--- src/rtl/pix_axis_rx_pkg.sv ---
// pix_axis_rx_pkg
//   Shared types and defaults for the pixel AXI4-Stream receive path.
//   - rx_state_t      : receive FSM states (IDLE / RUN / DRAIN)
//   - IMG_W_DEF etc.  : default frame geometry and packet length. The output
//                       stage uses the same PKT_LEN_DEF so both ends of the
//                       DMA link agree on packet framing.
//   - cnt_width()     : counter width for a 0..n-1 counter, never below 1 bit
package pix_axis_rx_pkg;

    typedef enum logic [1:0] {
        ST_IDLE  = 2'd0,
        ST_RUN   = 2'd1,
        ST_DRAIN = 2'd2
    } rx_state_t;

    localparam int IMG_W_DEF      = 1024;
    localparam int IMG_H_DEF      = 768;
    localparam int PKT_LEN_DEF    = 128;
    localparam int FIFO_DEPTH_DEF = 16;

    function automatic int cnt_width(input int n);
        return (n > 1) ? $clog2(n) : 1;
    endfunction

endpackage

--- src/rtl/sync_fifo_cnt.sv ---
// sync_fifo_cnt
//   Synchronous FIFO with occupancy count. Read data is presented
//   combinationally from the head entry (first-word fall-through), so a read
//   strobe in a cycle consumes the word visible in that same cycle.
//   Ports:
//     clk, rst          : clock, synchronous active-high reset (flushes FIFO)
//     wr_en, wr_data    : write request; ignored while full
//     rd_en, rd_data    : read request; ignored while empty; rd_data = head
//     count             : registered occupancy 0..DEPTH
//     full, empty       : decoded from count
//   DEPTH must be a power of two so the pointers wrap naturally.
module sync_fifo_cnt
    import pix_axis_rx_pkg::*;
#(
    parameter int WIDTH = 8,
    parameter int DEPTH = 16
) (
    input  logic                     clk,
    input  logic                     rst,
    input  logic                     wr_en,
    input  logic [WIDTH-1:0]         wr_data,
    input  logic                     rd_en,
    output logic [WIDTH-1:0]         rd_data,
    output logic [$clog2(DEPTH):0]   count,
    output logic                     full,
    output logic                     empty
);

    localparam int AW = cnt_width(DEPTH);
    localparam int CW = $clog2(DEPTH) + 1;

    logic [WIDTH-1:0] mem [DEPTH];
    logic [AW-1:0]    wr_ptr;
    logic [AW-1:0]    rd_ptr;
    logic             do_wr;
    logic             do_rd;

    assign full    = (count == CW'(DEPTH));
    assign empty   = (count == '0);
    assign do_wr   = wr_en && !full;
    assign do_rd   = rd_en && !empty;
    assign rd_data = mem[rd_ptr];

    always_ff @(posedge clk) begin
        if (rst) begin
            wr_ptr <= '0;
            rd_ptr <= '0;
            count  <= '0;
        end else begin
            if (do_wr) wr_ptr <= wr_ptr + 1'b1;
            if (do_rd) rd_ptr <= rd_ptr + 1'b1;
            // Simultaneous read and write leaves the occupancy unchanged.
            case ({do_wr, do_rd})
                2'b10:   count <= count + 1'b1;
                2'b01:   count <= count - 1'b1;
                default: count <= count;
            endcase
        end
    end

    // Storage needs no reset; validity is tracked by the pointers and count.
    always_ff @(posedge clk) begin
        if (do_wr) mem[wr_ptr] <= wr_data;
    end

endmodule

--- src/rtl/pix_axis_rx.sv ---
// pix_axis_rx
//   AXI4-Stream slave receiving 8-bit grayscale pixels from the DMA and
//   feeding the edge-detection pipeline one pixel per pipe_ready cycle.
//   Handshake: a beat transfers in every cycle where s_axis_tvalid and
//   s_axis_tready are both high at the rising clock edge; s_axis_tready is a
//   function of FSM state and registered FIFO occupancy only, never of tvalid.
//   Ports:
//     clk, rst        : clock, synchronous active-high reset
//     s_axis_tdata    : pixel beat
//     s_axis_tvalid   : beat valid
//     s_axis_tlast    : packet end (expected every PKT_LEN beats)
//     s_axis_tready   : slave ready
//     pipe_ready      : downstream can take a pixel this cycle
//     pix_en          : one-cycle strobe qualifying pix_data and markers
//     pix_data        : pixel to pipeline
//     pix_sof/eol/eof : first-of-frame / last-of-line / last-of-frame markers
//     frame_done      : one-cycle pulse the cycle after the eof pixel
//     err_last        : sticky tlast framing error, cleared only by rst
module pix_axis_rx
    import pix_axis_rx_pkg::*;
#(
    parameter int IMG_W      = IMG_W_DEF,
    parameter int IMG_H      = IMG_H_DEF,
    parameter int PKT_LEN    = PKT_LEN_DEF,
    parameter int FIFO_DEPTH = FIFO_DEPTH_DEF
) (
    input  logic       clk,
    input  logic       rst,
    input  logic [7:0] s_axis_tdata,
    input  logic       s_axis_tvalid,
    input  logic       s_axis_tlast,
    output logic       s_axis_tready,
    input  logic       pipe_ready,
    output logic       pix_en,
    output logic [7:0] pix_data,
    output logic       pix_sof,
    output logic       pix_eol,
    output logic       pix_eof,
    output logic       frame_done,
    output logic       err_last
);

    localparam int FRM_N = IMG_W * IMG_H;
    localparam int COL_W = cnt_width(IMG_W);
    localparam int ROW_W = cnt_width(IMG_H);
    localparam int FRM_W = cnt_width(FRM_N);
    localparam int PKT_W = cnt_width(PKT_LEN);
    localparam int CNT_W = $clog2(FIFO_DEPTH) + 1;

    rx_state_t        state;
    rx_state_t        state_nxt;
    logic [FRM_W-1:0] beat_cnt;
    logic [PKT_W-1:0] pkt_cnt;
    logic [COL_W-1:0] col;
    logic [ROW_W-1:0] row;

    logic [CNT_W-1:0] fifo_count;
    logic             fifo_full;
    logic             fifo_empty;
    logic [7:0]       fifo_rd_data;

    logic accept;
    logic fifo_rd;
    logic last_beat;
    logic pkt_end_exp;

    // ------------------------------------------------------------------
    // Input side
    // ------------------------------------------------------------------
    // Ready is low during the reset cycle, in DRAIN, and once the registered
    // occupancy reaches the depth; there is no write bypass when full.
    assign s_axis_tready = !rst && (state != ST_DRAIN) &&
                           (fifo_count != CNT_W'(FIFO_DEPTH));
    assign accept        = s_axis_tvalid && s_axis_tready;
    assign fifo_rd       = pipe_ready && !fifo_empty;
    assign last_beat     = (beat_cnt == FRM_W'(FRM_N - 1));
    assign pkt_end_exp   = (pkt_cnt == PKT_W'(PKT_LEN - 1));

    sync_fifo_cnt #(
        .WIDTH (8),
        .DEPTH (FIFO_DEPTH)
    ) u_fifo (
        .clk     (clk),
        .rst     (rst),
        // tready already excludes full; the extra guard keeps the FIFO safe
        // should the ready term ever be loosened.
        .wr_en   (accept && !fifo_full),
        .wr_data (s_axis_tdata),
        .rd_en   (fifo_rd),
        .rd_data (fifo_rd_data),
        .count   (fifo_count),
        .full    (fifo_full),
        .empty   (fifo_empty)
    );

    // ------------------------------------------------------------------
    // Receive FSM
    // ------------------------------------------------------------------
    always_ff @(posedge clk) begin
        if (rst) state <= ST_IDLE;
        else     state <= state_nxt;
    end

    always_comb begin
        state_nxt = state;
        unique case (state)
            ST_IDLE:  if (accept) state_nxt = last_beat ? ST_DRAIN : ST_RUN;
            ST_RUN:   if (accept && last_beat) state_nxt = ST_DRAIN;
            // Leave DRAIN while frame_done is high so tready returns the
            // cycle after the pulse.
            ST_DRAIN: if (frame_done) state_nxt = ST_IDLE;
            default:  state_nxt = ST_IDLE;
        endcase
    end

    // Frame beat counter and tlast framing check.
    always_ff @(posedge clk) begin
        if (rst) begin
            beat_cnt <= '0;
            pkt_cnt  <= '0;
            err_last <= 1'b0;
        end else begin
            if (accept)
                beat_cnt <= last_beat ? '0 : beat_cnt + 1'b1;
            else if (state == ST_DRAIN && state_nxt == ST_IDLE)
                beat_cnt <= '0;

            if (accept) begin
                if (s_axis_tlast != pkt_end_exp)
                    err_last <= 1'b1;
                // Any accepted tlast restarts the packet, so a framing slip
                // is reported once and later packets are judged afresh.
                if (s_axis_tlast || pkt_end_exp)
                    pkt_cnt <= '0;
                else
                    pkt_cnt <= pkt_cnt + 1'b1;
            end
        end
    end

    // ------------------------------------------------------------------
    // Output side
    // ------------------------------------------------------------------
    always_ff @(posedge clk) begin
        if (rst) begin
            pix_en     <= 1'b0;
            pix_data   <= 8'h00;
            frame_done <= 1'b0;
            col        <= '0;
            row        <= '0;
        end else begin
            pix_en     <= fifo_rd;
            if (fifo_rd) pix_data <= fifo_rd_data;
            frame_done <= pix_en && pix_eof;
            // col/row describe the pixel currently on pix_data and step
            // once that pixel has been presented.
            if (pix_en) begin
                if (col == COL_W'(IMG_W - 1)) begin
                    col <= '0;
                    row <= (row == ROW_W'(IMG_H - 1)) ? '0 : row + 1'b1;
                end else begin
                    col <= col + 1'b1;
                end
            end
        end
    end

    assign pix_sof = pix_en && (col == '0) && (row == '0);
    assign pix_eol = pix_en && (col == COL_W'(IMG_W - 1));
    assign pix_eof = pix_eol && (row == ROW_W'(IMG_H - 1));

endmodule

--- config.mk ---
export PLATFORM = sky130hd
export DESIGN_NAME = pix_axis_rx
export DESIGN_NICKNAME = d
export VERILOG_FILES = /design/src/rtl/pix_axis_rx_pkg.sv /design/src/rtl/sync_fifo_cnt.sv /design/src/rtl/pix_axis_rx.sv
export SDC_FILE = /design/constraint.sdc
export NUM_CORES = 1
export LEC_CHECK = 0
export BUFFER_PORTS_ARGS = -buffer_cell sky130_fd_sc_hd__buf_4
export CORE_ASPECT_RATIO = 1.75
export CORE_UTILIZATION = 40
export DETAILED_ROUTE_END_ITERATION = 7
export PLACE_DENSITY = 0.65
export SLEW_MARGIN = 25
export SYNTH_ARGS = -nofsm -noshare
export SYNTH_HDL_FRONTEND = slang
export SYNTH_HIERARCHICAL = 1
export SYNTH_SLANG_ARGS = --single-unit
--- constraint.sdc ---
create_clock -name clk -period 4.3 [get_ports clk]
set_clock_uncertainty 0.2 [all_clocks]
set_input_delay 0.86 -clock clk [delete_from_list [all_inputs] [get_ports clk]]
set_output_delay 0.86 -clock clk [all_outputs]
set_load 0.02 [all_outputs]
==> key figures, run 1 <==
Yosys
  – Post-Syn Area per Cell: 13.6 um^2
  – Synth Instances: 649
  – Count leader, synth: edfxtp_1
  – XOR/XNOR Fraction of Synth Area: 3.66%
  – Synthesized Nets: 677
  – Post-Synth Simple-Gate Area: 12.6%
  – Sequential-to-total area share from yosys stat: 60.8%
  – Post-synthesis compound-gate area fraction: 6.22%
  – Top FF cell, synth: edfxtp_1
  – Synth top area cells: edfxtp_1, dfxtp_1, mux4_1
  – Post-Synth Adder-Cell Area: 2.12%
  – Async set-reset flop share out of synthesis: 0%
  – Count of cell types in the netlist: 69
  – Post-synth top area share: 43.4%
  – Top cells by count, synth: edfxtp_1, dfxtp_1, nor2_1
  – Largest family of logic cells by synthesized area: simple AND/OR/NAND/NOR gates
  – Synth area leader: edfxtp_1
  – Mux share of post-synthesis cell area: 11.8%
  – #FFs+latches synth: 205
  – Area of the mapped netlist: 8860 um^2
  – Post-synth EDFFs: 128
  – Yosys Warn Count: 6

Routing
  – Final wirelength: 17,500 um
  – Vias: 5,317
  – First-pass iteration count of the detailed router: 4
  – # DRC: 0
  – Iteration-0 DRC Markers: 260
  – Detail Route Antenna Nets: 0
  – Wirelength per Cell: 17.7 um
  – DR vias/cell: 5.38

Floorplan
  – Die Ht: 199 um
  – Initial core utilization: 41.0%
  – Core area: 21,600 um^2
  – IO Count: 28
  – Die X: 114 um
  – Row Count: 71
  – Full die area: 22,800 um^2

Placed design
  – Final GP Congestion: 0.795
  – HPWL Detailed: 12,300 um
  – Port bufs: 27

Critical path
  – Worst Path Arrival: 3.97 ns
  – Worst Path Required: 4.53 ns
  – Slowest stage cell on the critical path: or4b_4
  – CP Launch Type: flop
  – Kind of critical path: reg2reg
  – Critical path capture point type: flop
  – Crit path top cell by count: ha_1
  – CP max FO: 12
  – Reg2reg setup slack: 0.56 ns
  – CP Cell Sequence: or4b_4 > o2111ai_4 > nor2_1 > o21a_4 > clkinv_2 > ha_1 > xor2_1 > ha_1 > o21a_1 > or4_1 > a21oi_1
  – CP peak stage delay: 0.56 ns

Run status
  – Status: completed

Clock tree
  – Clk_lat worst skew: 0.50 ns
  – Root Driver: clkbuf_16
  – Cts repair resizes: 0
  – Inserted Clock Buffers: 20
  – Setup Buffers After CTS: 0
  – CTS Buffer Depth: 3
  – Clock sink count: 205
  – Clk slew on worst S/H paths: 0.06 ns
  – CTS tree: yes
  – Hold buffer count at cts: 0
  – H-tree depth: 1

Final layout
  – Fillers: 1,896
  – # diodes: 0
  – Synthesis-to-finish area growth: 13.0%
  – Fraction of layout cells with a size suffix above 1: 14.6%
  – FF+latch area: 5390 um^2
  – Number of nets in the layout: 711
  – Multi-input gate area: 3220 um^2

Power and ir drop
  – VDD IR max: 316 uV
  – Leakage: 3.35 nW
  – Pwr dens: 463 nW/um^2

STA
  – Max-slew violation count: 0
  – Setup TNS: 0 ns
  – Number of setup violations in the final report: 0
  – Post-layout min period: 3.74 ns
  – Final hold vios: 0
  – RSZ-0062 raised after global routing: false
  – Max Freq: 0.267 GHz
  – Worst-Margin Slew: 0.898 ns
  – Final Cycle Share: 87.0%
  – Hold slack: 0.261 ns
  – Slew headroom: 39.9%

GRT
  – Largest net degree at the start of global routing: 52
  – Aggregate global routing overflow: 0
  – Initial antenna violation count: 0
  – Global-route wire length before repair: 28,300 um
  – Vias in the first global route: 5,525
  – GRT Util Overall: 16.0%

Job
  – Max_cap viols: 0

Worst hold path
  – Hold Crit Class: reg2reg
-- state kept, by name, indices dropped and copies added, names as in the netlist, named ones only --
register and count:
pix_data 8, u_fifo/count 5, u_fifo/mem 128, u_fifo/wr_ptr 4, frame_done 1, pkt_cnt 7, col 10, state 2
row 10, pix_en 1, err_last 1, beat_cnt 20, u_fifo/rd_ptr 4
-- cell usage in the layout (no fill, tap or decap), types with 3 or more instances in the layout --
cell type	count
o21a_1	5
nor4_1	6
nand4_1	13
mux4_2	12
o211ai_1	3
o21ai_0	18
or4_1	4
xor2_1	25
nand2b_1	8
clkbuf_16	20
nand3_1	19
edfxtp_1	128
nand4b_1	3
a21oi_1	29
dfxtp_1	77
ha_1	15
clkinvlp_4	4
or3_1	8
nor2b_1	3
nor2_1	62
nand3b_1	3
nand2_1	53
buf_4	41
xnor2_1	12
inv_1	19
and3_1	7
clkinv_1	5
nor3_1	15
mux4_1	28
mux2i_1	4
-- worst paths after layout --
check	start	end	cells past startpoint
worst max-delay path	u_fifo/count[4]	u_fifo/count[2]	11
worst min-delay path	pix_data[3]	pix_data[3]	2
worst max register to register	u_fifo/count[4]	u_fifo/count[2]	11
worst min register to register	pix_data[3]	pix_data[3]	2
-- layout make-up --
class                      count  share of cell area, %
inverter                      22                  0.837
clock buffer                  22                   5.07
clock inverter                14                   1.40
sequential                   205                   53.8
multi-input combinational    393                   32.2
tap                          292                   3.65
timing repair buffer          41                   3.07
-- layer usage --
| metal | vias to the layer above | part of all wire [%] | wire, um | GRT usage (%) |
|---|---|---|---|---|
| met1 | 2635 | 38 | 6570 | 17.6 |
| li1 | 2523 | - | - | - |
| met5 | - | 0 | 0 | 0 |
| met2 | 124 | 56 | 9800 | 30.6 |
| met3 | 35 | 4.1 | 713 | 2.56 |
| met4 | 0 | 2.4 | 429 | 5.48 |
-- where the power goes --
group / switching (mW) / internal (mW) / leakage [nW] / total, mW
logic: 0.388 / 0.298 / 1.28 / 0.686
clock network: 0.733 / 0.981 / 0.295 / 1.71
registers: 0.0680 / 2.17 / 1.77 / 2.23
-- per-stage QoR --
stage	power (mW)	utilization (%)	worst slack, ns	instance area [um^2]	std cells
finish	4.63	46.4	0.557	10000	989
global route	4.83	46.4	0.394	10000	989
CTS	4.69	46.4	0.596	10000	989
detailed placement	2.97	43.4	0.393	9360	953
global placement	2.93	43.4	0.508	9360	953
floorplan	2.76	-	0.531	8860	649
-- critical path, delay by kind of cell (launching register included) --
| family | cells | cell delay, ns |
|---|---|---|
| XOR/XNOR | 1 | 0.13 |
| AND/OR/NAND/NOR | 3 | 1.15 |
| AO/OA/AOI/OAI | 4 | 0.92 |
| flip-flops | 1 | 0.54 |
| adder cells (fa/ha/maj) | 2 | 0.66 |
| buffers and inverters | 1 | 0.07 |
-- kinds of logic after synthesis --
family	after synthesis
simple gates	217
flops	205
compound gates	80
buf+inv	51
mux	44
xor+xnor	37
fa+ha+maj	15
No activity file was read; power rests on OpenSTA's default activity.
==> inputs of run 2 (changes only) <==
- ABC_AREA: unset -> 1
==> key figures, run 2 <==
Clock tree
  – Clk slew on worst S/H paths: 0.07 ns (about the same)
  – Root Driver: clkbuf_16
  – Setup Buffers After CTS: 0 (unchanged)
  – CTS tree: yes
  – Hold buffer count at cts: 0 (unchanged)
  – Clk_lat worst skew: 0.49 ns (about the same)
  – H-tree depth: 1 (unchanged)
  – CTS Buffer Depth: 3 (unchanged)
  – Cts repair resizes: 0 (unchanged)
  – Clock sink count: 205 (unchanged)
  – Inserted Clock Buffers: 20 (unchanged)

Floorplan
  – Full die area: 23,700 um^2 (+4.2%)
  – Core area: 22,700 um^2 (+4.9%)
  – Die Ht: 203 um (+2.1%)
  – Row Count: 73 (+2.8%)
  – IO Count: 28 (unchanged)
  – Initial core utilization: 40.7% (-0.28 points)
  – Die X: 117 um (+2.1%)

STA
  – Worst-Margin Slew: 0.984 ns (+0.0855 ns)
  – Max Freq: 0.316 GHz (+18%)
  – Setup TNS: 0 ns (unchanged)
  – Post-layout min period: 3.16 ns (-0.580 ns)
  – RSZ-0062 raised after global routing: false
  – Slew headroom: 34.3% (-5.6 points)
  – Number of setup violations in the final report: 0 (unchanged)
  – Final Cycle Share: 73.6% (-13 points)
  – Final worst setup slack: 1.14 ns (+0.580 ns)
  – Max-slew violation count: 0 (unchanged)
  – Final hold vios: 0 (unchanged)

Yosys
  – Sequential-to-total area share from yosys stat: 58.3% (-2.5 points)
  – Top cells by count, synth: edfxtp_1, nand2_1, inv_1
  – Count leader, synth: edfxtp_1
  – Post-synth top area share: 41.6% (-1.8 points)
  – Synthesized Nets: 953 (+41%)
  – Async set-reset flop share out of synthesis: 0% (unchanged)
  – Yosys Warn Count: 6 (unchanged)
  – Count of cell types in the netlist: 47 (-32%)
  – Synth area leader: edfxtp_1
  – Top FF cell, synth: edfxtp_1
  – Post-synth EDFFs: 128 (unchanged)
  – Synth Instances: 925 (+43%)
  – Area of the mapped netlist: 9230 um^2 (+4.2%)
  – Synth top area cells: edfxtp_1, dfxtp_1, nand2_1
  – #FFs+latches synth: 205 (unchanged)
  – Post-Syn Area per Cell: 9.98 um^2 (-27%)

Placed design
  – Port bufs: 27 (unchanged)
  – HPWL Detailed: 14,400 um (+17%)
  – Placed Cells: 1,224 (+28%)
  – Final GP Congestion: 0.874 (+9.9%)
  – Pre-CTS WS: 0.829 ns (+0.435 ns)

Final layout
  – Most frequent cells in the layout: edfxtp_1, nand2_1, inv_1, nor2_1, dfxtp_1
  – Most common cell after layout, fill and taps aside: edfxtp_1
  – Final Instance Count excl. Fillers: 1,260 (+27%)
  – Post-layout util: 45.8% (-0.60 points)
  – Synthesis-to-finish area growth: 12.3%
  – Number of nets in the layout: 975 (+37%)
  – Top flop regs: u_fifo/mem (128), beat_cnt (20)
  – Fraction of layout cells with a size suffix above 1: 11.0% (-3.6 points)
  – # diodes: 0 (unchanged)
  – Max reg flops: 128 (unchanged)
  – Reg with most FFs: u_fifo/mem

Routing
  – # DRC: 0 (unchanged)
  – First-pass iteration count of the detailed router: 5 (+1)
  – DR vias/cell: 5.13 (-4.6%)
  – Vias: 6,463 (+22%)
  – Iteration-0 DRC Markers: 274 (+5.4%)
  – Wirelength per Cell: 16.5 um (-7.0%)
  – Detail Route Antenna Nets: 0 (unchanged)
  – Final wirelength: 20,700 um (+18%)

GRT
  – Vias in the first global route: 6,564 (+19%)
  – Aggregate global routing overflow: 0 (unchanged)
  – Met3 Use GR: 2.12% (-0.44 points)
  – Top Usage Layer GRT: met2
  – Met1 Use GR: 19.4% (+1.8 points)
  – GR Layer Usage met2: 33.9% (+3.3 points)
  – Global-route wire length before repair: 33,400 um (+18%)
  – Initial antenna violation count: 0 (unchanged)
  – GRT Util Overall: 18.4% (+2.4 points)
  – Largest net degree at the start of global routing: 97 (+87%)

Power and ir drop
  – Pwr dens: 512 nW/um^2 (+11%)
  – Leakage: 3.68 nW (+9.8%)
  – VDD IR max: 322 uV (+2.1%)
  – Overall Power: 5.31 mW (+15%)

Critical path
  – Worst Path Arrival: 2.10 ns (-1.87 ns)
  – Worst setup path end: pix_eof
  – Kind of critical path: reg2out
  – CP Launch Type: flop
  – R2R Path End: u_fifo/mem[14][6]
  – Worst r2r path cells: 8 (-3)
  – Setup crit start: col[1]
  – CP max FO: 6 (-6)
  – Worst Path Required: 3.24 ns (-1.29 ns)
  – Critical path capture point type: output pin
  – Reg2reg setup slack: 1.50 ns (+0.94 ns)
  – RR Startpoint: u_fifo/count[1]

Run status
  – Status: completed

Worst hold path
  – Hold Crit Class: reg2reg

Job
  – Max_cap viols: 0 (unchanged)
-- run 2: worst max-delay path, stage by stage, from the launching register on --
cell and delay (ns):
dfxtp_1 0.37, ha_1 0.23, nand2_1 0.10, nor2_4 0.13, nand2_2 0.10, clkinv_2 0.07
nand2_4 0.08, nor3_4 0.20, inv_2 0.08, nor2_1 0.09, buf_4 0.15
-- run 2: final cells by class --
class | count | area (um^2)
fillers | 2148 | 12300
flip-flops and latches | 205 | 5390
multi-input cells | 576 | 3260
clock buffers | 26 | 554
inverters | 113 | 432
well taps | 300 | 375
repair buffers | 31 | 253
clock inverters | 9 | 103
-- run 2: where the power goes --
| part | switching [mW] | total, mW | internal [mW] |
|---|---|---|---|
| registers | 0.135 | 2.33 | 2.19 |
| clock network | 0.727 | 1.76 | 1.03 |
| logic | 0.773 | 1.22 | 0.448 |
| total | 1.64 | 5.31 | 3.67 |
-- run 2: how the worst min path moves through the flow --
stage,start,to,slack [ns],depth (start not counted)
3_3_place_gp,err_last,err_last,0.25,2
2_1_floorplan,pkt_cnt[2],pkt_cnt[2],0.25,2
5_1_grt,err_last,err_last,0.28,2
6_report,err_last,err_last,0.25,2
4_1_cts,err_last,err_last,0.26,2
3_5_place_dp,err_last,err_last,0.24,2
-- run 2: kinds of logic after synthesis --
group / Yosys count / synth area share, %
AOI/OAI and AO/OA: 179 / 11.2
xor gates and xnor gates: 16 / 1.52
adders and majority gates: 15 / 2.03
buffers and inverters: 144 / 6.30
DFF: 205 / 58.3
muxes: 32 / 3.47
and+or+nand+nor: 334 / 17.1
-- run 2: routing by layer --
layer  vias up  part of all wire, %
met5         -                    0
met3        62                  3.3
met4         0                  6.5
li1       3224                    -
met2       134                   53
met1      3043                   37
-- run 2: metrics by stage --
| stage | area, um^2 | hold WS [ns] |
|---|---|---|
| after floorplan | 9230 | 0.252 |
| after global placement | 9680 | 0.249 |
| after detailed placement | 9680 | 0.244 |
| after CTS | 10300 | 0.257 |
| after global routing | 10400 | 0.284 |
| final | 10400 | 0.255 |
